--- config.mk ---
export PLATFORM = sky130hd
export DESIGN_NAME = mem_port_arbiter
export DESIGN_NICKNAME = d
export VERILOG_FILES = /design/src/rtl/mem_arb_pkg.sv /design/src/rtl/mem_port_arbiter_tag_fifo.sv /design/src/rtl/mem_port_arbiter.sv
export SDC_FILE = /design/constraint.sdc
export NUM_CORES = 1
export LEC_CHECK = 0
export ABC_CLOCK_PERIOD_IN_PS = 3600
export CORE_AREA = 2 2 109 111
export CTS_BUF_LIST = sky130_fd_sc_hd__clkbuf_4
export CTS_CLUSTER_DIAMETER = 80
export DETAILED_ROUTE_END_ITERATION = 7
export DIE_AREA = 0 0 111 113
export PLACE_DENSITY = 0.82
export SKIP_LAST_GASP = 1
export SLEW_MARGIN = 10
export SYNTH_ARGS = -nofsm -noshare
export SYNTH_HDL_FRONTEND = slang
export SYNTH_HIERARCHICAL = 1
export SYNTH_SLANG_ARGS = --single-unit
--- constraint.sdc ---
create_clock -name CLK -period 3.6 [get_ports CLK]
set_input_delay 0.9 -clock CLK [delete_from_list [all_inputs] [get_ports CLK]]
set_output_delay 0.9 -clock CLK [all_outputs]
set_load 0.05 [all_outputs]
--- src/rtl/mem_arb_pkg.sv ---
// Shared types and constants for the unified memory-port arbiter.
// The field positions describe the default 32-bit address / 32-bit data request layout.
package mem_arb_pkg;

  localparam int WR_BIT   = 64;
  localparam int REQ_W    = 65;
  localparam int ADDR_HI  = 63;
  localparam int ADDR_LO  = 32;
  localparam int WDATA_HI = 31;
  localparam int WDATA_LO = 0;

  typedef enum logic {
    SRC_INST = 1'b0,
    SRC_DATA = 1'b1
  } src_t;

endpackage

--- src/rtl/mem_port_arbiter_tag_fifo.sv ---
// Circular buffer of 1-bit source tags, one per read still awaiting its memory response.
module tag_fifo
  import mem_arb_pkg::*;
#(
  parameter int DEPTH = 4
) (
  input  logic       clk_i,
  input  logic       rst_i,
  input  logic       push_i,
  input  src_t       din_i,
  input  logic       pop_i,
  output src_t       head_o,
  output logic       empty_o,
  output logic       full_o,
  output logic [4:0] count_o
);

  localparam int PTR_W = (DEPTH > 1) ? $clog2(DEPTH) : 1;
  localparam logic [PTR_W-1:0] LAST_PTR = PTR_W'(DEPTH - 1);

  logic [DEPTH-1:0] mem_q, mem_d;
  logic [PTR_W-1:0] wr_ptr_q, wr_ptr_d, rd_ptr_q, rd_ptr_d;
  logic [4:0]       count_q, count_d;
  logic             do_push_s, do_pop_s;

  function automatic logic [PTR_W-1:0] ptr_next(input logic [PTR_W-1:0] p);
    return (p == LAST_PTR) ? {PTR_W{1'b0}} : p + {{(PTR_W-1){1'b0}}, 1'b1};
  endfunction

  assign empty_o   = (count_q == 5'd0);
  assign full_o    = (count_q == 5'(DEPTH));
  assign count_o   = count_q;
  assign head_o    = src_t'(mem_q[rd_ptr_q]);
  // A full buffer still accepts a push when the head leaves in the same cycle.
  assign do_push_s = push_i && (!full_o || pop_i);
  assign do_pop_s  = pop_i && !empty_o;

  always_comb begin
    mem_d    = mem_q;
    wr_ptr_d = wr_ptr_q;
    rd_ptr_d = rd_ptr_q;
    count_d  = count_q;
    if (do_push_s) begin
      mem_d[wr_ptr_q] = din_i;
      wr_ptr_d        = ptr_next(wr_ptr_q);
    end else begin
      wr_ptr_d = wr_ptr_q;
    end
    if (do_pop_s) begin
      rd_ptr_d = ptr_next(rd_ptr_q);
    end else begin
      rd_ptr_d = rd_ptr_q;
    end
    case ({do_push_s, do_pop_s})
      2'b10:   count_d = count_q + 5'd1;
      2'b01:   count_d = count_q - 5'd1;
      default: count_d = count_q;
    endcase
  end

  always_ff @(posedge clk_i or posedge rst_i) begin
    if (rst_i) begin
      mem_q    <= {DEPTH{1'b0}};
      wr_ptr_q <= {PTR_W{1'b0}};
      rd_ptr_q <= {PTR_W{1'b0}};
      count_q  <= 5'd0;
    end else begin
      mem_q    <= mem_d;
      wr_ptr_q <= wr_ptr_d;
      rd_ptr_q <= rd_ptr_d;
      count_q  <= count_d;
    end
  end

endmodule

--- src/rtl/mem_port_arbiter.sv ---
// Round-robin sharing of one memory port between instruction and data requesters,
// with in-order response steering driven by a tag FIFO.
module mem_port_arbiter
  import mem_arb_pkg::*;
#(
  parameter int MAX_OUTSTANDING = 4,
  parameter int ADDR_W          = 32,
  parameter int DATA_W          = 32
) (
  input  logic                     CLK,
  input  logic                     RST,
  input  logic                     inst_req_valid,
  input  logic [ADDR_W-1:0]        inst_req_addr,
  output logic                     inst_req_ready,
  output logic                     inst_resp_valid,
  output logic [DATA_W-1:0]        inst_resp_data,
  input  logic                     inst_resp_ready,
  input  logic                     data_req_valid,
  input  logic [ADDR_W+DATA_W:0]   data_req,
  output logic                     data_req_ready,
  output logic                     data_resp_valid,
  output logic [DATA_W-1:0]        data_resp_data,
  input  logic                     data_resp_ready,
  output logic                     mem_req_valid,
  output logic [ADDR_W+DATA_W:0]   mem_req,
  input  logic                     mem_req_ready,
  input  logic                     mem_resp_valid,
  input  logic [DATA_W-1:0]        mem_resp_data,
  output logic                     mem_resp_ready,
  output logic [4:0]               outstanding,
  output logic                     err_orphan_resp
);

  localparam int RW     = ADDR_W + DATA_W + 1;
  localparam int WR_POS = ADDR_W + DATA_W;

  logic          req_full_q, req_full_d;
  logic [RW-1:0] req_q, req_d;
  src_t          last_grant_q, last_grant_d;
  logic          err_q, err_d;

  src_t       head_s, push_tag_s;
  logic       empty_s, full_s, push_s, pop_s;
  logic [4:0] count_s;
  logic       below_max_s, data_wr_s, inst_elig_s, data_elig_s, can_load_s;
  logic       gnt_inst_s, gnt_data_s;

  tag_fifo #(.DEPTH(MAX_OUTSTANDING)) u_tag_fifo (
    .clk_i   (CLK),
    .rst_i   (RST),
    .push_i  (push_s),
    .din_i   (push_tag_s),
    .pop_i   (pop_s),
    .head_o  (head_s),
    .empty_o (empty_s),
    .full_o  (full_s),
    .count_o (count_s)
  );

  // Tag FIFO depth equals the read limit, so "not full" is the registered count below the limit.
  assign below_max_s = !full_s;
  assign data_wr_s   = data_req[WR_POS];
  assign inst_elig_s = inst_req_valid && below_max_s;
  assign data_elig_s = data_req_valid && (data_wr_s || below_max_s);
  assign can_load_s  = !req_full_q || mem_req_ready;

  always_comb begin
    gnt_inst_s = 1'b0;
    gnt_data_s = 1'b0;
    if (!can_load_s) begin
      gnt_inst_s = 1'b0;
    end else if (inst_elig_s && data_elig_s) begin
      gnt_inst_s = (last_grant_q == SRC_DATA);
      gnt_data_s = (last_grant_q == SRC_INST);
    end else begin
      gnt_inst_s = inst_elig_s;
      gnt_data_s = data_elig_s;
    end
  end

  assign inst_req_ready = gnt_inst_s;
  assign data_req_ready = gnt_data_s;
  assign push_s         = gnt_inst_s || (gnt_data_s && !data_wr_s);
  assign push_tag_s     = gnt_inst_s ? SRC_INST : SRC_DATA;

  always_comb begin
    req_full_d   = req_full_q;
    req_d        = req_q;
    last_grant_d = last_grant_q;
    if (gnt_inst_s) begin
      req_full_d   = 1'b1;
      req_d        = {1'b0, inst_req_addr, {DATA_W{1'b0}}};
      last_grant_d = SRC_INST;
    end else if (gnt_data_s) begin
      req_full_d   = 1'b1;
      req_d        = data_req;
      last_grant_d = SRC_DATA;
    end else if (req_full_q && mem_req_ready) begin
      req_full_d = 1'b0;
    end else begin
      req_full_d = req_full_q;
    end
  end

  // With nothing outstanding the port stays ready so a stray response is swallowed and flagged.
  always_comb begin
    inst_resp_valid = 1'b0;
    data_resp_valid = 1'b0;
    mem_resp_ready  = 1'b1;
    if (empty_s) begin
      mem_resp_ready = 1'b1;
    end else if (head_s == SRC_INST) begin
      inst_resp_valid = mem_resp_valid;
      mem_resp_ready  = inst_resp_ready;
    end else begin
      data_resp_valid = mem_resp_valid;
      mem_resp_ready  = data_resp_ready;
    end
  end

  assign pop_s  = mem_resp_valid && mem_resp_ready && !empty_s;
  assign err_d  = err_q || (mem_resp_valid && empty_s);

  assign inst_resp_data  = mem_resp_data;
  assign data_resp_data  = mem_resp_data;
  assign mem_req_valid   = req_full_q;
  assign mem_req         = req_q;
  assign outstanding     = count_s;
  assign err_orphan_resp = err_q;

  always_ff @(posedge CLK or posedge RST) begin
    if (RST) begin
      req_full_q   <= 1'b0;
      req_q        <= {RW{1'b0}};
      last_grant_q <= SRC_DATA;
      err_q        <= 1'b0;
    end else begin
      req_full_q   <= req_full_d;
      req_q        <= req_d;
      last_grant_q <= last_grant_d;
      err_q        <= err_d;
    end
  end

endmodule

---- Word level (Yosys, flattened, before mapping) ----
Cells that the tools add are included.
storage, ports and cells
  input bits .............................. 137
  word-level logic and storage cells ...... 71
  register bits after elaboration ......... 81
  output and inout bits ................... 141
cells by class
  equality and inequality tests ........... 5
  bitwise gates (word level) .............. 1
  reductions and logical operators ........ 24
  mux-type cells .......................... 26
  add/sub/neg operators ................... 4
  order comparisons ....................... 3
operator list
  operator                                                           count
  two-way mux 65 bit                                                 2
  two-way mux 1 bit                                                  18
  logical AND 1 bit                                                  11
  case mux 5 bit (2 select lines)                                    1
  == test 2 bit, second input constant                               3
  < comparator 2 x 3 -> 1 bit, second input constant                 2
  adder 5 x 1 -> 5 bit, second input constant                        1
  == test 5 x 3 -> 1 bit, second input constant                      1
  zero test 5 bit                                                    1
  logical OR 1 bit                                                   5
  subtractor 5 x 1 -> 5 bit, second input constant                   1
  adder 2 x 1 -> 2 bit, second input constant                        2
  bitwise mux 4 bit                                                  1
  zero test 1 bit                                                    4
  two-way mux 2 bit                                                  2
  nonzero test 2 bit                                                 2
  nonzero test 3 bit                                                 1
  binary-select mux 1 bit (select 2 bit)                             1
  demux 1 bit (select 2 bit)                                         1
  == test 2 x 1 -> 1 bit, second input constant                      1
  greater-or-equal comparator 2 x 1 -> 1 bit, second input constant  1
  NOT 1 bit                                                          1

---- Depth between registers and ports, before layout ----
Gate-level depths: netlist (run 1).
  word-level depth ........................ 12
  depth in mapped cells ................... 15
  gate-level depth less buffers ........... 14

---- Hierarchy ----
The synthesis (run 1) kept the hierarchy.
modules (own cells, without submodules)
  module            cells each  area each (sq um)  instances
  mem_port_arbiter  274         3258.1             1
  tag_fifo          77          838.3              1

---- Least setup slack after synthesis (run 1) ----
No wires, ideal clock.
  kind .................................... reg2reg
  from .................................... register u_tag_fifo.count_q[3], in the netlist u_tag_fifo/count_o[3]
  to ...................................... register u_tag_fifo.count_q[4], in the netlist u_tag_fifo/count_o[4]
  cell stages (with the launch flop) ...... 13
  clock period less this slack ............ 3.928 ns
  setup time .............................. 0.142 ns
  arrival time ............................ 3.786 ns
  buffers on the path ..................... 0
  data required time ...................... 3.458 ns
  path slack .............................. -0.328 ns
  path through ............................ dfrtp_1 > or4_4 > nor2_1 > a211o_1 > and3b_1 > nand3b_1 > nand2_1 > ha_1 > ha_1 > or4b_1 > o311a_1 > o311ai_1 > o311ai_1
between the ends
  elaborated cells on any way between the ends .. 26
RTL lines
  what                                                                          line                             text
  from (decl)                                                                   mem_port_arbiter_tag_fifo.sv:23  logic [4:0] count_q, count_d;
  from (signal assigned)                                                        mem_port_arbiter_tag_fifo.sv:71  count_q <= count_d;
  zero test 5 bit (*)                                                           mem_port_arbiter_tag_fifo.sv:30  assign empty_o = (count_q == 5'd0);
  net empty_s                                                                   mem_port_arbiter.sv:43           logic empty_s, full_s, push_s, pop_s;
  two-way mux 1 bit (*)                                                         mem_port_arbiter.sv:110          if (empty_s) begin
  net mem_resp_ready                                                            mem_port_arbiter.sv:29           output logic mem_resp_ready,
  logical AND 1 bit (*) (2 in a row)                                            mem_port_arbiter.sv:121          assign pop_s = mem_resp_valid && mem_resp_ready && !empty_s;
  net pop_s                                                                     mem_port_arbiter.sv:43
  logical OR 1 bit                                                              mem_port_arbiter_tag_fifo.sv:35  assign do_push_s = push_i && (!full_o || pop_i);
  logical AND 1 bit                                                             mem_port_arbiter_tag_fifo.sv:35
  == test 2 x 1 -> 1 bit / == test 2 bit (equally long branches)                mem_port_arbiter_tag_fifo.sv:54  case ({do_push_s, do_pop_s})
  case mux 5 bit (2 select lines) / nonzero test 2 bit (equally long branches)  --
Mark *: on every way through the listed nets, which the timed path passes. The rest lies on a longest branch.
A chain may end at the register's enable or synchronous reset.

---- Final worst setup path (run 1) ----
  from .................................... register u_tag_fifo.count_q[3], in the netlist u_tag_fifo/count_o[3]
  to ...................................... output mem_resp_ready
between the ends
  word-level cells in the longest chain between the ends .. 2
RTL lines
  what               line
  zero test 5 bit    mem_port_arbiter_tag_fifo.sv:30
  net empty_s        mem_port_arbiter.sv:43
  two-way mux 1 bit  mem_port_arbiter.sv:110
  to (decl)          mem_port_arbiter.sv:29
The timed path passes the listed nets, and every way through them passes these cells.

==> results of run 1 <==
[state kept, by name, indices dropped and copies added, names as in the netlist]
register,cells
u_tag_fifo/count_o,5
last_grant_q,1
err_orphan_resp,1
mem_req,65
u_tag_fifo/rd_ptr_q,2
mem_req_valid,1
u_tag_fifo/mem_q,4
u_tag_fifo/wr_ptr_q,2
[metal layers]
metal / up-vias / GRT usage (%) / share of wire [%]
met4: 0 / 3.83 / 0.75
met5: - / 0.392 / 0
met2: 166 / 35.4 / 54
li1: 1499 / - / -
met3: 11 / 7.07 / 7.9
met1: 1570 / 20.7 / 37
[worst max-delay path by stage]
stage                                              to                                from  depth (start not counted)
finish                                 mem_resp_ready   u_tag_fifo/count_o[3]$_DFFE_PP0P_                          4
global route        u_tag_fifo/count_o[4]$_DFFE_PP0P_  u_tag_fifo/rd_ptr_q[0]$_DFFE_PP0P_                         12
CTS                                    inst_req_ready   u_tag_fifo/count_o[3]$_DFFE_PP0P_                          7
detailed placement  u_tag_fifo/count_o[4]$_DFFE_PP0P_                     inst_resp_ready                         12
global placement    u_tag_fifo/count_o[4]$_DFFE_PP0P_                     inst_resp_ready                         12
floorplan           u_tag_fifo/count_o[4]$_DFFE_PP0P_   u_tag_fifo/count_o[3]$_DFFE_PP0P_                         12
[report_power, final]
group / total (W) / internal, W / switching [W]
Sequential: 0.00146 / 0.00123 / 0.000230
Clock: 0.000591 / 0.000285 / 0.000306
Combinational: 0.00292 / 0.00117 / 0.00175
Total: 0.00497 / 0.00268 / 0.00229
[layout by cell type, fill, tap and decap left out, drive strengths merged, types with 5 or more instances in the layout]
master         instances
a2bb2oi               31
clkdlybuf4s50        177
clkbuf                10
inv                   12
ha                     9
mux2                   7
nand3                  6
o22ai                 32
buf                   24
o21ai                  6
a22o                  33
nand2                  5
dfrtp                 80
[cell type report]
class | instances | area (um^2)
inverter | 12 | 45.0
fill | 987 | 5430
timing repair buffer | 201 | 1990
sequential | 81 | 2030
clock inverter | 6 | 82.6
multi-input combinational | 173 | 1440
tap | 143 | 179
clock buffer | 10 | 75.1
[worst max-delay path: stages, from the launching register on]
cell and delay [ns]:
sky130_fd_sc_hd__dfrtp_2 0.46, sky130_fd_sc_hd__or4_4 0.57, sky130_fd_sc_hd__nor2_2 0.19, sky130_fd_sc_hd__a211o_4 0.13, sky130_fd_sc_hd__clkdlybuf4s50_1 0.79
[stage by stage]
| stage | total power, W | cells | utilization [%] | cell area, um^2 | TNS, ns |
|---|---|---|---|---|---|
| 6_report | 0.00497 | 626 | 51.8 | 5840 | 0 |
| 5_1_grt | 0.00525 | 626 | 51.8 | 5840 | -0.0184 |
| 4_1_cts | 0.00502 | 626 | 51.8 | 5840 | 0 |
| 3_5_place_dp | 0.00441 | 610 | 50.4 | 5680 | -0.191 |
| 3_3_place_gp | 0.00432 | 610 | 50.4 | 5680 | -0.0448 |
| 2_1_floorplan | 0.00354 | 351 | - | 4110 | 0 |
[synth_stat cells, types with 4 or more instances]
cell type                   count
sky130_fd_sc_hd__buf_4         67
sky130_fd_sc_hd__buf_6          4
sky130_fd_sc_hd__nand3_1        6
sky130_fd_sc_hd__dfrtp_1       80
sky130_fd_sc_hd__buf_2          6
sky130_fd_sc_hd__clkbuf_1       8
sky130_fd_sc_hd__a2bb2oi_1     31
sky130_fd_sc_hd__ha_1           9
sky130_fd_sc_hd__a22o_1        33
sky130_fd_sc_hd__o21ai_0        5
sky130_fd_sc_hd__o22ai_1       32
sky130_fd_sc_hd__mux2_2         6
sky130_fd_sc_hd__inv_1         12
sky130_fd_sc_hd__nand2_1        5
[logic make-up after synthesis]
group           Yosys count  share of synthesized area (%)
flops                    81                           49.5
buf+inv                  97                           15.9
simple gates             34                           4.86
compound gates          118                           23.2
mux                       8                           2.57
fa+ha+maj                10                           3.24
xor+xnor                  3                          0.642
==> run_summary.xml, run 1 <==
<?xml version="1.0" encoding="UTF-8"?>
<metrics>
  <group name="sta">
    <metric name="rsz0062_at_grt" unit="">true</metric>
    <metric name="hold_ws" unit="ns">0.483</metric>
    <metric name="fin_worst_skew" unit="ns">0.0181</metric>
    <metric name="final_hold_viol_count" unit="">0</metric>
    <metric name="finalMaxSlewViolations" unit="">0</metric>
    <metric name="min_period_over_period" unit="%">96.0</metric>
    <metric name="final_critical_path_setup_slack" unit="ns">0.144</metric>
    <metric name="max_freq" unit="MHz">289</metric>
    <metric name="tmin_final" unit="ns">3.46</metric>
    <metric name="timing.slew.headroom" unit="%">50.9</metric>
    <metric name="tightestPinTransition" unit="ns">0.736</metric>
    <metric name="timing.final.setup_violations" unit="">0</metric>
  </group>
  <group name="yosys">
    <metric name="netlist_top_cells_area" unit="">sky130_fd_sc_hd__dfrtp_1 49%, sky130_fd_sc_hd__buf_4 12%, sky130_fd_sc_hd__a22o_1 7.1%</metric>
    <metric name="synthesis.area" unit="um^2">4100</metric>
    <metric name="yosysTopAreaCell" unit="">sky130_fd_sc_hd__dfrtp_1</metric>
    <metric name="netlist-cell-type-count" unit="">45</metric>
    <metric name="synth_enable_flop_cells" unit="">0</metric>
    <metric name="number_of_synthesis_warnings" unit="">6</metric>
    <metric name="synth_area_per_cell" unit="um^2">11.7</metric>
    <metric name="postSynthRegisterBits" unit="">81</metric>
    <metric name="syn-num-nets" unit="">498</metric>
    <metric name="synth.yosys.seq_area_share" unit="%">49.5</metric>
    <metric name="syn_inst" unit="">351</metric>
    <metric name="synth_top_area_share" unit="%">48.9</metric>
    <metric name="postSynth.asyncResetShare" unit="%">100</metric>
    <metric name="yosys_most_used_dff" unit="">sky130_fd_sc_hd__dfrtp_1</metric>
  </group>
  <group name="worst_setup_path">
    <metric name="crit_fanout" unit="">5</metric>
    <metric name="timing.rr.end" unit="">u_tag_fifo/count_o[4]$_DFFE_PP0P_</metric>
    <metric name="critical_path.reg2reg.startpoint" unit="">u_tag_fifo/rd_ptr_q[0]$_DFFE_PP0P_</metric>
    <metric name="worstPathArrival" unit="ns">2.56</metric>
    <metric name="setup.reg_to_reg.worst_slack" unit="ns">0.20</metric>
    <metric name="critPathKind" unit="">flop to primary output</metric>
    <metric name="cp_data_required_time" unit="ns">2.70</metric>
    <metric name="r2r_cells" unit="">12</metric>
    <metric name="start_kind" unit="">flop</metric>
    <metric name="cp-end-kind" unit="">primary output</metric>
  </group>
  <group name="cells_and_area">
    <metric name="antenna_cells" unit="">0</metric>
    <metric name="fraction_of_layout_cells_with_a_size_suffix_above_1" unit="%">12.2</metric>
    <metric name="final_nets" unit="">625</metric>
    <metric name="area_growth_syn_to_layout" unit="%">42.6</metric>
  </group>
  <group name="global_routing">
    <metric name="initial_antenna_violation_count" unit="">0</metric>
    <metric name="gr-usage-all-layers" unit="%">19.0</metric>
    <metric name="overflow" unit="">0</metric>
    <metric name="grt_max_degree" unit="">37</metric>
    <metric name="vias_in_the_first_global_route" unit="">3525</metric>
    <metric name="grt_first_pass_wirelength" unit="um">19100</metric>
  </group>
  <group name="floorplanning">
    <metric name="rows" unit="">39</metric>
    <metric name="core-area" unit="um^2">11300</metric>
    <metric name="area_enclosed_by_the_die_boundary" unit="um^2">12500</metric>
    <metric name="initial_core_util" unit="%">36.3</metric>
    <metric name="io-pin-count" unit="">278</metric>
    <metric name="die_y" unit="um">113</metric>
    <metric name="die_w" unit="um">111</metric>
  </group>
  <group name="clocking">
    <metric name="clock_tree_from_tritoncts" unit="">yes</metric>
    <metric name="clk_latency_worst_skew_pair" unit="ns">0.42</metric>
    <metric name="htree_levels" unit="">3</metric>
    <metric name="cts_root_buffer" unit="">sky130_fd_sc_hd__clkbuf_4</metric>
    <metric name="postCtsResizedCells" unit="">0</metric>
    <metric name="total_clock_buffers_created_by_cts" unit="">9</metric>
    <metric name="max_clock_buf_depth" unit="">2</metric>
    <metric name="clkSinkCount" unit="">81</metric>
    <metric name="cts.repair_timing.setup_buffer_count" unit="">0</metric>
    <metric name="clk_transition_reported_paths" unit="ns">0.12</metric>
    <metric name="cts-hold-fix-buffers" unit="">0</metric>
  </group>
  <group name="placement">
    <metric name="finalWeightedCongestion" unit="">0.773</metric>
    <metric name="dp.final_hpwl" unit="um">9240</metric>
    <metric name="dp_slack" unit="ns">-0.191</metric>
    <metric name="io_buffer_count" unit="">181</metric>
  </group>
  <group name="drt">
    <metric name="routed_wl" unit="um">11900</metric>
    <metric name="drt-wirelength-per-cell" unit="um">18.9</metric>
    <metric name="drc" unit="">0</metric>
    <metric name="dr.first_iter.drc_count" unit="">118</metric>
    <metric name="final_antenna_net_count" unit="">0</metric>
    <metric name="detail_route.first_pass.iterations" unit="">4</metric>
    <metric name="dr_total_vias" unit="">3246</metric>
    <metric name="via_density_per_instance" unit="">5.19</metric>
  </group>
  <group name="power">
    <metric name="power.static_leakage" unit="nW">2.44</metric>
    <metric name="worst_ir_drop_on_vdd" unit="mV">0.555</metric>
    <metric name="power_per_cell_area" unit="nW/um^2">851</metric>
  </group>
  <group name="flow_run">
    <metric name="cap_viol_max_count" unit="">0</metric>
  </group>
  <group name="worst_hold_path">
    <metric name="hp-start" unit="">err_orphan_resp$_DFF_PP0_</metric>
    <metric name="count_of_cells_along_the_worst_hold_path" unit="">1</metric>
    <metric name="worst_hold_path.endpoint" unit="">err_orphan_resp$_DFF_PP0_</metric>
    <metric name="hp-class" unit="">flop to flop</metric>
  </group>
  <group name="run_status">
    <metric name="status" unit="">finished clean</metric>
  </group>
</metrics>
Note: power is estimated with default switching activity, not from simulation.
==> inputs of run 2 (changes only) <==
ABC_CLOCK_PERIOD_IN_PS = 3650   (was 3600)
clock period = 3.65 ns   (was 3.6 ns; I/O delays follow)
==> run 2 against run 1 <==
Clock-buffer cell count unchanged. Clock power is 1% higher. Non-clock buffer count is 3 lower. Register-to-register slack got worse by 0.09 ns. Power down 0.37%. Combinational power about the same. Setup slack got worse by 0.036 ns. Global-route usage grew 0.28 points. Largest power group unchanged. Highest routed layer unchanged. Cell count shrank 0.48%.
==> run_summary.xml, run 2 (synthesis gave the netlist of run 1 again) <==
<?xml version="1.0" encoding="UTF-8"?>
<metrics>
  <group name="cells_and_area">
    <metric name="area_growth_syn_to_layout" unit="%">42.3</metric>
    <metric name="most-common-layout-cells" unit="">177 x sky130_fd_sc_hd__clkdlybuf4s50_1, 77 x sky130_fd_sc_hd__dfrtp_1, 33 x sky130_fd_sc_hd__a22o_1</metric>
    <metric name="filler_cell_count" unit="">1002</metric>
    <metric name="final_nets" unit="">622</metric>
    <metric name="antenna_cells" unit="">0</metric>
    <metric name="largest_register_ff_count" unit="">65</metric>
    <metric name="fin_area" unit="um^2">5830</metric>
    <metric name="fraction_of_layout_cells_with_a_size_suffix_above_1" unit="%">11.9</metric>
    <metric name="layout_commonest_cell" unit="">sky130_fd_sc_hd__clkdlybuf4s50_1</metric>
  </group>
  <group name="sta">
    <metric name="final_hold_viol_count" unit="">0</metric>
    <metric name="max_freq" unit="MHz">282</metric>
    <metric name="min_period_over_period" unit="%">97.1</metric>
    <metric name="finalMaxSlewViolations" unit="">0</metric>
    <metric name="tightestPinTransition" unit="ns">0.706</metric>
    <metric name="fin_worst_skew" unit="ns">0.0156</metric>
    <metric name="timing.final.setup_violations" unit="">0</metric>
    <metric name="timing.slew.headroom" unit="%">52.9</metric>
    <metric name="rsz0062_at_grt" unit="">false</metric>
    <metric name="tmin_final" unit="ns">3.54</metric>
  </group>
  <group name="drt">
    <metric name="drt-wirelength-per-cell" unit="um">19.9</metric>
    <metric name="routed_wl" unit="um">12400</metric>
    <metric name="detail_route.first_pass.iterations" unit="">4</metric>
    <metric name="final_antenna_net_count" unit="">0</metric>
    <metric name="dr_total_vias" unit="">3271</metric>
    <metric name="drc" unit="">0</metric>
    <metric name="via_density_per_instance" unit="">5.25</metric>
    <metric name="dr.first_iter.drc_count" unit="">139</metric>
  </group>
  <group name="worst_setup_path">
    <metric name="cpPeakStageDelay" unit="ns">0.59</metric>
    <metric name="crit_fanout" unit="">5</metric>
    <metric name="start_kind" unit="">flop</metric>
    <metric name="worstPathCellList" unit="">mux4_2, a211o_4, and3b_1, buf_4, o21ai_4, inv_1, ha_1, buf_4, ha_1, nor2b_2, o21a_1, o21ai_0, o311ai_1</metric>
    <metric name="worstPathArrival" unit="ns">3.81</metric>
    <metric name="critPathKind" unit="">flop to flop</metric>
    <metric name="critical_path.slowest_cell" unit="">sky130_fd_sc_hd__mux4_2</metric>
    <metric name="setup.reg_to_reg.worst_slack" unit="ns">0.11</metric>
    <metric name="cp-end-kind" unit="">flop</metric>
    <metric name="cp_data_required_time" unit="ns">3.92</metric>
  </group>
  <group name="clocking">
    <metric name="clk_latency_worst_skew_pair" unit="ns">0.41</metric>
    <metric name="clock_tree_from_tritoncts" unit="">yes</metric>
    <metric name="clk_transition_reported_paths" unit="ns">0.14</metric>
    <metric name="htree_levels" unit="">3</metric>
    <metric name="postCtsResizedCells" unit="">0</metric>
    <metric name="total_clock_buffers_created_by_cts" unit="">9</metric>
    <metric name="cts_root_buffer" unit="">sky130_fd_sc_hd__clkbuf_4</metric>
    <metric name="clkSinkCount" unit="">81</metric>
    <metric name="cts.repair_timing.setup_buffer_count" unit="">0</metric>
    <metric name="max_clock_buf_depth" unit="">2</metric>
    <metric name="cts-hold-fix-buffers" unit="">0</metric>
  </group>
  <group name="power">
    <metric name="worst_ir_drop_on_vdd" unit="mV">0.553</metric>
    <metric name="power.static_leakage" unit="nW">2.44</metric>
    <metric name="power_per_cell_area" unit="nW/um^2">850</metric>
    <metric name="post-layout-total-power" unit="W">0.00495</metric>
  </group>
  <group name="global_routing">
    <metric name="gr-usage-all-layers" unit="%">19.3</metric>
    <metric name="grt_first_pass_wirelength" unit="um">19400</metric>
    <metric name="grt_max_degree" unit="">38</metric>
    <metric name="overflow" unit="">0</metric>
    <metric name="initial_antenna_violation_count" unit="">0</metric>
    <metric name="vias_in_the_first_global_route" unit="">3590</metric>
  </group>
  <group name="floorplanning">
    <metric name="initial_core_util" unit="%">36.3</metric>
    <metric name="die_w" unit="um">111</metric>
    <metric name="core-area" unit="um^2">11300</metric>
    <metric name="die_y" unit="um">113</metric>
    <metric name="io-pin-count" unit="">278</metric>
    <metric name="area_enclosed_by_the_die_boundary" unit="um^2">12500</metric>
    <metric name="rows" unit="">39</metric>
  </group>
  <group name="placement">
    <metric name="finalWeightedCongestion" unit="">0.797</metric>
    <metric name="io_buffer_count" unit="">181</metric>
    <metric name="dpl-instance-area" unit="um^2">5660</metric>
    <metric name="dp.final_hpwl" unit="um">9340</metric>
  </group>
  <group name="flow_run">
    <metric name="cap_viol_max_count" unit="">0</metric>
  </group>
  <group name="run_status">
    <metric name="status" unit="">finished clean</metric>
  </group>
  <group name="worst_hold_path">
    <metric name="hp-class" unit="">flop to flop</metric>
  </group>
</metrics>
==> run 2: cell type report <==
cell class	instances	area (um^2)	share of cell area, %
flip-flops and latches	81	2030	34.9
repair buffers	198	1980	33.9
multi-input cells	173	1440	24.7
well taps	143	179	3.07
inverters	12	45.0	0.773
clock buffers	10	75.1	1.29
clock inverters	6	82.6	1.42
==> run 2: worst paths after layout <==
check,from,end,cells past startpoint
worst max-delay path,u_tag_fifo/rd_ptr_q[0]$_DFFE_PP0P_,u_tag_fifo/count_o[4]$_DFFE_PP0P_,13
worst min-delay path,err_orphan_resp$_DFF_PP0_,err_orphan_resp$_DFF_PP0_,1
worst max register to register,u_tag_fifo/rd_ptr_q[0]$_DFFE_PP0P_,u_tag_fifo/count_o[4]$_DFFE_PP0P_,13
worst min register to register,err_orphan_resp$_DFF_PP0_,err_orphan_resp$_DFF_PP0_,1
max in group asynchronous,RST,mem_req[57]$_DFFE_PP0P_,3
min in group asynchronous,RST,u_tag_fifo/count_o[2]$_DFFE_PP0P_,2
==> run 2: worst max-delay path: cells and delay by family (launching register included) <==
family / cells / cell delay (ns)
AO/OA/AOI/OAI: 5 / 1.06
AND/OR/NAND/NOR: 2 / 0.39
multiplexers: 1 / 0.59
adder cells (fa/ha/maj): 2 / 0.56
buffers and inverters: 3 / 0.35
flip-flops: 1 / 0.45
==> run 2: through the flow <==
| stage | setup TNS (ns) | hold WS, ns | setup slack, ns | util [%] | std cells |
|---|---|---|---|---|---|
| 4_1_cts | 0 | 0.507 | 0.0553 | 51.6 | 623 |
| 5_1_grt | 0 | 0.521 | 0.0293 | 51.7 | 623 |
| 2_1_floorplan | 0 | 0.474 | 0.0284 | - | 351 |
| 6_report | 0 | 0.497 | 0.108 | 51.7 | 623 |
| 3_5_place_dp | -0.181 | 0.478 | -0.181 | 50.2 | 607 |
| 3_3_place_gp | 0 | 0.447 | 0.0388 | 50.2 | 607 |
==> run 2: per-layer routing <==
metal	vias up	global-route usage [%]	part of all wire, %
li1	1478	-	-
met1	1604	22.0	38
met4	0	5.17	1.9
met2	168	35.4	54
met3	21	5.62	6.1
met5	-	0	0
==> run 2: power by group <==
| part | internal [W] | leakage (nW) | switching, W |
|---|---|---|---|
| clock | 0.000283 | 0.0878 | 0.000314 |
| sequential | 0.00121 | 0.956 | 0.000226 |
| combinational | 0.00114 | 1.40 | 0.00178 |
==> inputs of run 3 (changes only) <==
==> constraint.sdc (replaced) <==
create_clock -name CLK -period 3.65 [get_ports CLK]
set_input_delay 1.095 -clock CLK [delete_from_list [all_inputs] [get_ports CLK]]
set_output_delay 1.095 -clock CLK [all_outputs]
set_load 0.05 [all_outputs]
==> run 3 against run 2 <==
Sequential cell count did not move. Power rose by 2.0%. First-iteration DRC count fell by 9.4%. Utilization rose by 0.93 points. Fmax fell by 1.2%. Critical path depth fell by 6. Cell count rose by 1.4%. Critical endpoint is now inst_req_ready.
==> run_summary.xml, run 3 (synthesis gave the netlist of run 1 again) <==
<?xml version="1.0" encoding="UTF-8"?>
<metrics>
  <group name="clocking">
    <metric name="htree_levels" unit="">3</metric>
    <metric name="total_clock_buffers_created_by_cts" unit="">9</metric>
    <metric name="clkSinkCount" unit="">81</metric>
    <metric name="clock_tree_from_tritoncts" unit="">yes</metric>
    <metric name="clk_transition_reported_paths" unit="ns">0.14</metric>
    <metric name="cts-hold-fix-buffers" unit="">0</metric>
    <metric name="clk_latency_worst_skew_pair" unit="ns">0.43</metric>
    <metric name="cts.repair_timing.setup_buffer_count" unit="">0</metric>
    <metric name="cts_root_buffer" unit="">sky130_fd_sc_hd__clkbuf_4</metric>
    <metric name="max_clock_buf_depth" unit="">2</metric>
  </group>
  <group name="worst_setup_path">
    <metric name="cp-end-kind" unit="">primary output</metric>
    <metric name="critPathKind" unit="">input port to primary output</metric>
    <metric name="critical_path.reg2reg.startpoint" unit="">u_tag_fifo/rd_ptr_q[0]$_DFFE_PP0P_</metric>
    <metric name="crit_fanout" unit="">36</metric>
    <metric name="timing.rr.end" unit="">u_tag_fifo/count_o[4]$_DFFE_PP0P_</metric>
    <metric name="cp_data_required_time" unit="ns">2.55</metric>
    <metric name="start_kind" unit="">input port</metric>
    <metric name="crit_start" unit="">inst_req_valid</metric>
    <metric name="timing.critical_path.to" unit="">inst_req_ready</metric>
    <metric name="setup.reg_to_reg.worst_slack" unit="ns">0.22</metric>
    <metric name="worstPathArrival" unit="ns">2.49</metric>
    <metric name="r2r_cells" unit="">11</metric>
  </group>
  <group name="global_routing">
    <metric name="overflow" unit="">0</metric>
    <metric name="gr-usage-all-layers" unit="%">19.9</metric>
    <metric name="grt_max_degree" unit="">38</metric>
    <metric name="grt_first_pass_wirelength" unit="um">19900</metric>
    <metric name="vias_in_the_first_global_route" unit="">3640</metric>
    <metric name="initial_antenna_violation_count" unit="">0</metric>
  </group>
  <group name="floorplanning">
    <metric name="die_y" unit="um">113</metric>
    <metric name="io-pin-count" unit="">278</metric>
    <metric name="initial_core_util" unit="%">36.3</metric>
    <metric name="core-area" unit="um^2">11300</metric>
    <metric name="rows" unit="">39</metric>
    <metric name="die_w" unit="um">111</metric>
    <metric name="area_enclosed_by_the_die_boundary" unit="um^2">12500</metric>
  </group>
  <group name="worst_hold_path">
    <metric name="hp-class" unit="">flop to flop</metric>
  </group>
  <group name="cells_and_area">
    <metric name="antenna_cells" unit="">0</metric>
    <metric name="fin_area" unit="um^2">5930</metric>
    <metric name="most-common-layout-cells" unit="">176 x sky130_fd_sc_hd__clkdlybuf4s50_1, 77 x sky130_fd_sc_hd__dfrtp_1, 33 x sky130_fd_sc_hd__a22o_1</metric>
    <metric name="largest_register_ff_count" unit="">65</metric>
    <metric name="final_nets" unit="">631</metric>
    <metric name="fraction_of_layout_cells_with_a_size_suffix_above_1" unit="%">14.1</metric>
    <metric name="filler_cell_count" unit="">1001</metric>
    <metric name="final_cells" unit="">632</metric>
    <metric name="area_growth_syn_to_layout" unit="%">44.8</metric>
    <metric name="layout_commonest_cell" unit="">sky130_fd_sc_hd__clkdlybuf4s50_1</metric>
  </group>
  <group name="placement">
    <metric name="finalWeightedCongestion" unit="">0.823</metric>
    <metric name="dp.final_hpwl" unit="um">9670</metric>
    <metric name="io_buffer_count" unit="">181</metric>
    <metric name="numPlacedInstances" unit="">616</metric>
    <metric name="dpl-instance-area" unit="um^2">5760</metric>
    <metric name="dp_slack" unit="ns">-0.288</metric>
  </group>
  <group name="sta">
    <metric name="finalMaxSlewViolations" unit="">0</metric>
    <metric name="fin_worst_skew" unit="ns">0.0157</metric>
    <metric name="fin_setup_tns" unit="ns">0</metric>
    <metric name="tightestPinTransition" unit="ns">0.703</metric>
    <metric name="rsz0062_at_grt" unit="">false</metric>
    <metric name="final_critical_path_setup_slack" unit="ns">0.0631</metric>
    <metric name="final_hold_viol_count" unit="">0</metric>
    <metric name="tmin_final" unit="ns">3.59</metric>
    <metric name="max_freq" unit="MHz">279</metric>
    <metric name="min_period_over_period" unit="%">98.3</metric>
    <metric name="timing.slew.headroom" unit="%">53.1</metric>
    <metric name="timing.final.setup_violations" unit="">0</metric>
  </group>
  <group name="power">
    <metric name="switchingPower" unit="W">0.00233</metric>
    <metric name="worst_ir_drop_on_vdd" unit="mV">0.550</metric>
    <metric name="seqPwrFrac" unit="%">28.6</metric>
    <metric name="cell_internal_pwr" unit="W">0.00272</metric>
    <metric name="switching_share" unit="%">46.2</metric>
    <metric name="power.static_leakage" unit="nW">2.49</metric>
    <metric name="power_per_cell_area" unit="nW/um^2">852</metric>
    <metric name="clockPowerShare" unit="%">11.9</metric>
    <metric name="post-layout-total-power" unit="W">0.00505</metric>
    <metric name="pwr-share-comb" unit="%">59.5</metric>
  </group>
  <group name="drt">
    <metric name="detail_route.first_pass.iterations" unit="">4</metric>
    <metric name="via_density_per_instance" unit="">5.19</metric>
    <metric name="drc" unit="">0</metric>
    <metric name="routed_wl" unit="um">12500</metric>
    <metric name="drt-wirelength-per-cell" unit="um">19.8</metric>
    <metric name="final_antenna_net_count" unit="">0</metric>
    <metric name="dr_total_vias" unit="">3282</metric>
    <metric name="dr.first_iter.drc_count" unit="">126</metric>
  </group>
  <group name="run_status">
    <metric name="status" unit="">finished clean</metric>
  </group>
  <group name="flow_run">
    <metric name="cap_viol_max_count" unit="">0</metric>
  </group>
</metrics>
[run 3: cell types whose count changed in the layout (fill, tap and decap cells not counted)]
| cell | change |
|---|---|
| sky130_fd_sc_hd__dlymetal6s2s_1 | -1 |
| sky130_fd_sc_hd__buf_12 | +3 |
| sky130_fd_sc_hd__clkdlybuf4s50_1 | -1 |
| sky130_fd_sc_hd__ha_2 | +1 |
| sky130_fd_sc_hd__buf_4 | +8 |
| sky130_fd_sc_hd__ha_1 | -1 |
| sky130_fd_sc_hd__clkbuf_4 | -1 |
| sky130_fd_sc_hd__clkinv_4 | +2 |
| sky130_fd_sc_hd__clkinv_2 | -1 |
[run 3: critical path, cell delays in order]
cell	delay, ns
sky130_fd_sc_hd__clkdlybuf4s50_1	0.45
sky130_fd_sc_hd__inv_1	0.05
sky130_fd_sc_hd__a211o_1	0.25
sky130_fd_sc_hd__buf_6	0.19
sky130_fd_sc_hd__nand2b_1	0.18
sky130_fd_sc_hd__inv_1	0.12
sky130_fd_sc_hd__buf_12	0.15
[run 3: worst min-delay path by stage]
stage	from	endpoint	slack, ns	depth (start not counted)
CTS	err_orphan_resp$_DFF_PP0_	err_orphan_resp$_DFF_PP0_	0.49	1
global placement	err_orphan_resp$_DFF_PP0_	err_orphan_resp$_DFF_PP0_	0.45	1
finish	err_orphan_resp$_DFF_PP0_	err_orphan_resp$_DFF_PP0_	0.48	1
global route	err_orphan_resp$_DFF_PP0_	err_orphan_resp$_DFF_PP0_	0.50	1
floorplan	u_tag_fifo/mem_q[2]$_DFFE_PP0P_	u_tag_fifo/mem_q[2]$_DFFE_PP0P_	0.47	1
detailed placement	err_orphan_resp$_DFF_PP0_	err_orphan_resp$_DFF_PP0_	0.46	1
[run 3: metrics by stage]
step | utilization, % | hold WS [ns]
6_report | 52.6 | 0.483
5_1_grt | 52.6 | 0.495
4_1_cts | 52.6 | 0.485
3_5_place_dp | 51.1 | 0.457
3_3_place_gp | 51.1 | 0.447
2_1_floorplan | - | 0.474
[run 3: power by group through the flow]
stage                     combinational, W  sequential, W  clock (W)
after floorplan                    0.00114        0.00235          0
after global placement             0.00292        0.00144          0
after detailed placement           0.00300        0.00146          0
after CTS                          0.00301        0.00144   0.000624
after global routing               0.00316        0.00149   0.000672
final                              0.00301        0.00145   0.000604
[run 3: routing by layer]
layer,wire length [um],GRT usage [%]
met1,4740,22.4
met2,6710,36.5
met3,832,5.73
met4,235,6.33
met5,0,0
[run 3: layout make-up]
class,count,area [um^2],area share (%)
inverters,12,45.0,0.759
clock buffers,9,67.6,1.14
repair buffers,207,2070,34.9
flip-flops and latches,81,2030,34.2
clock inverters,7,95.1,1.60
well taps,143,179,3.02
multi-input cells,173,1440,24.3
[run 3: what timing repair did]
item,CTS,global route
gates cloned,0,0
gates resized for setup,1,2
setup endpoints to repair,1,1
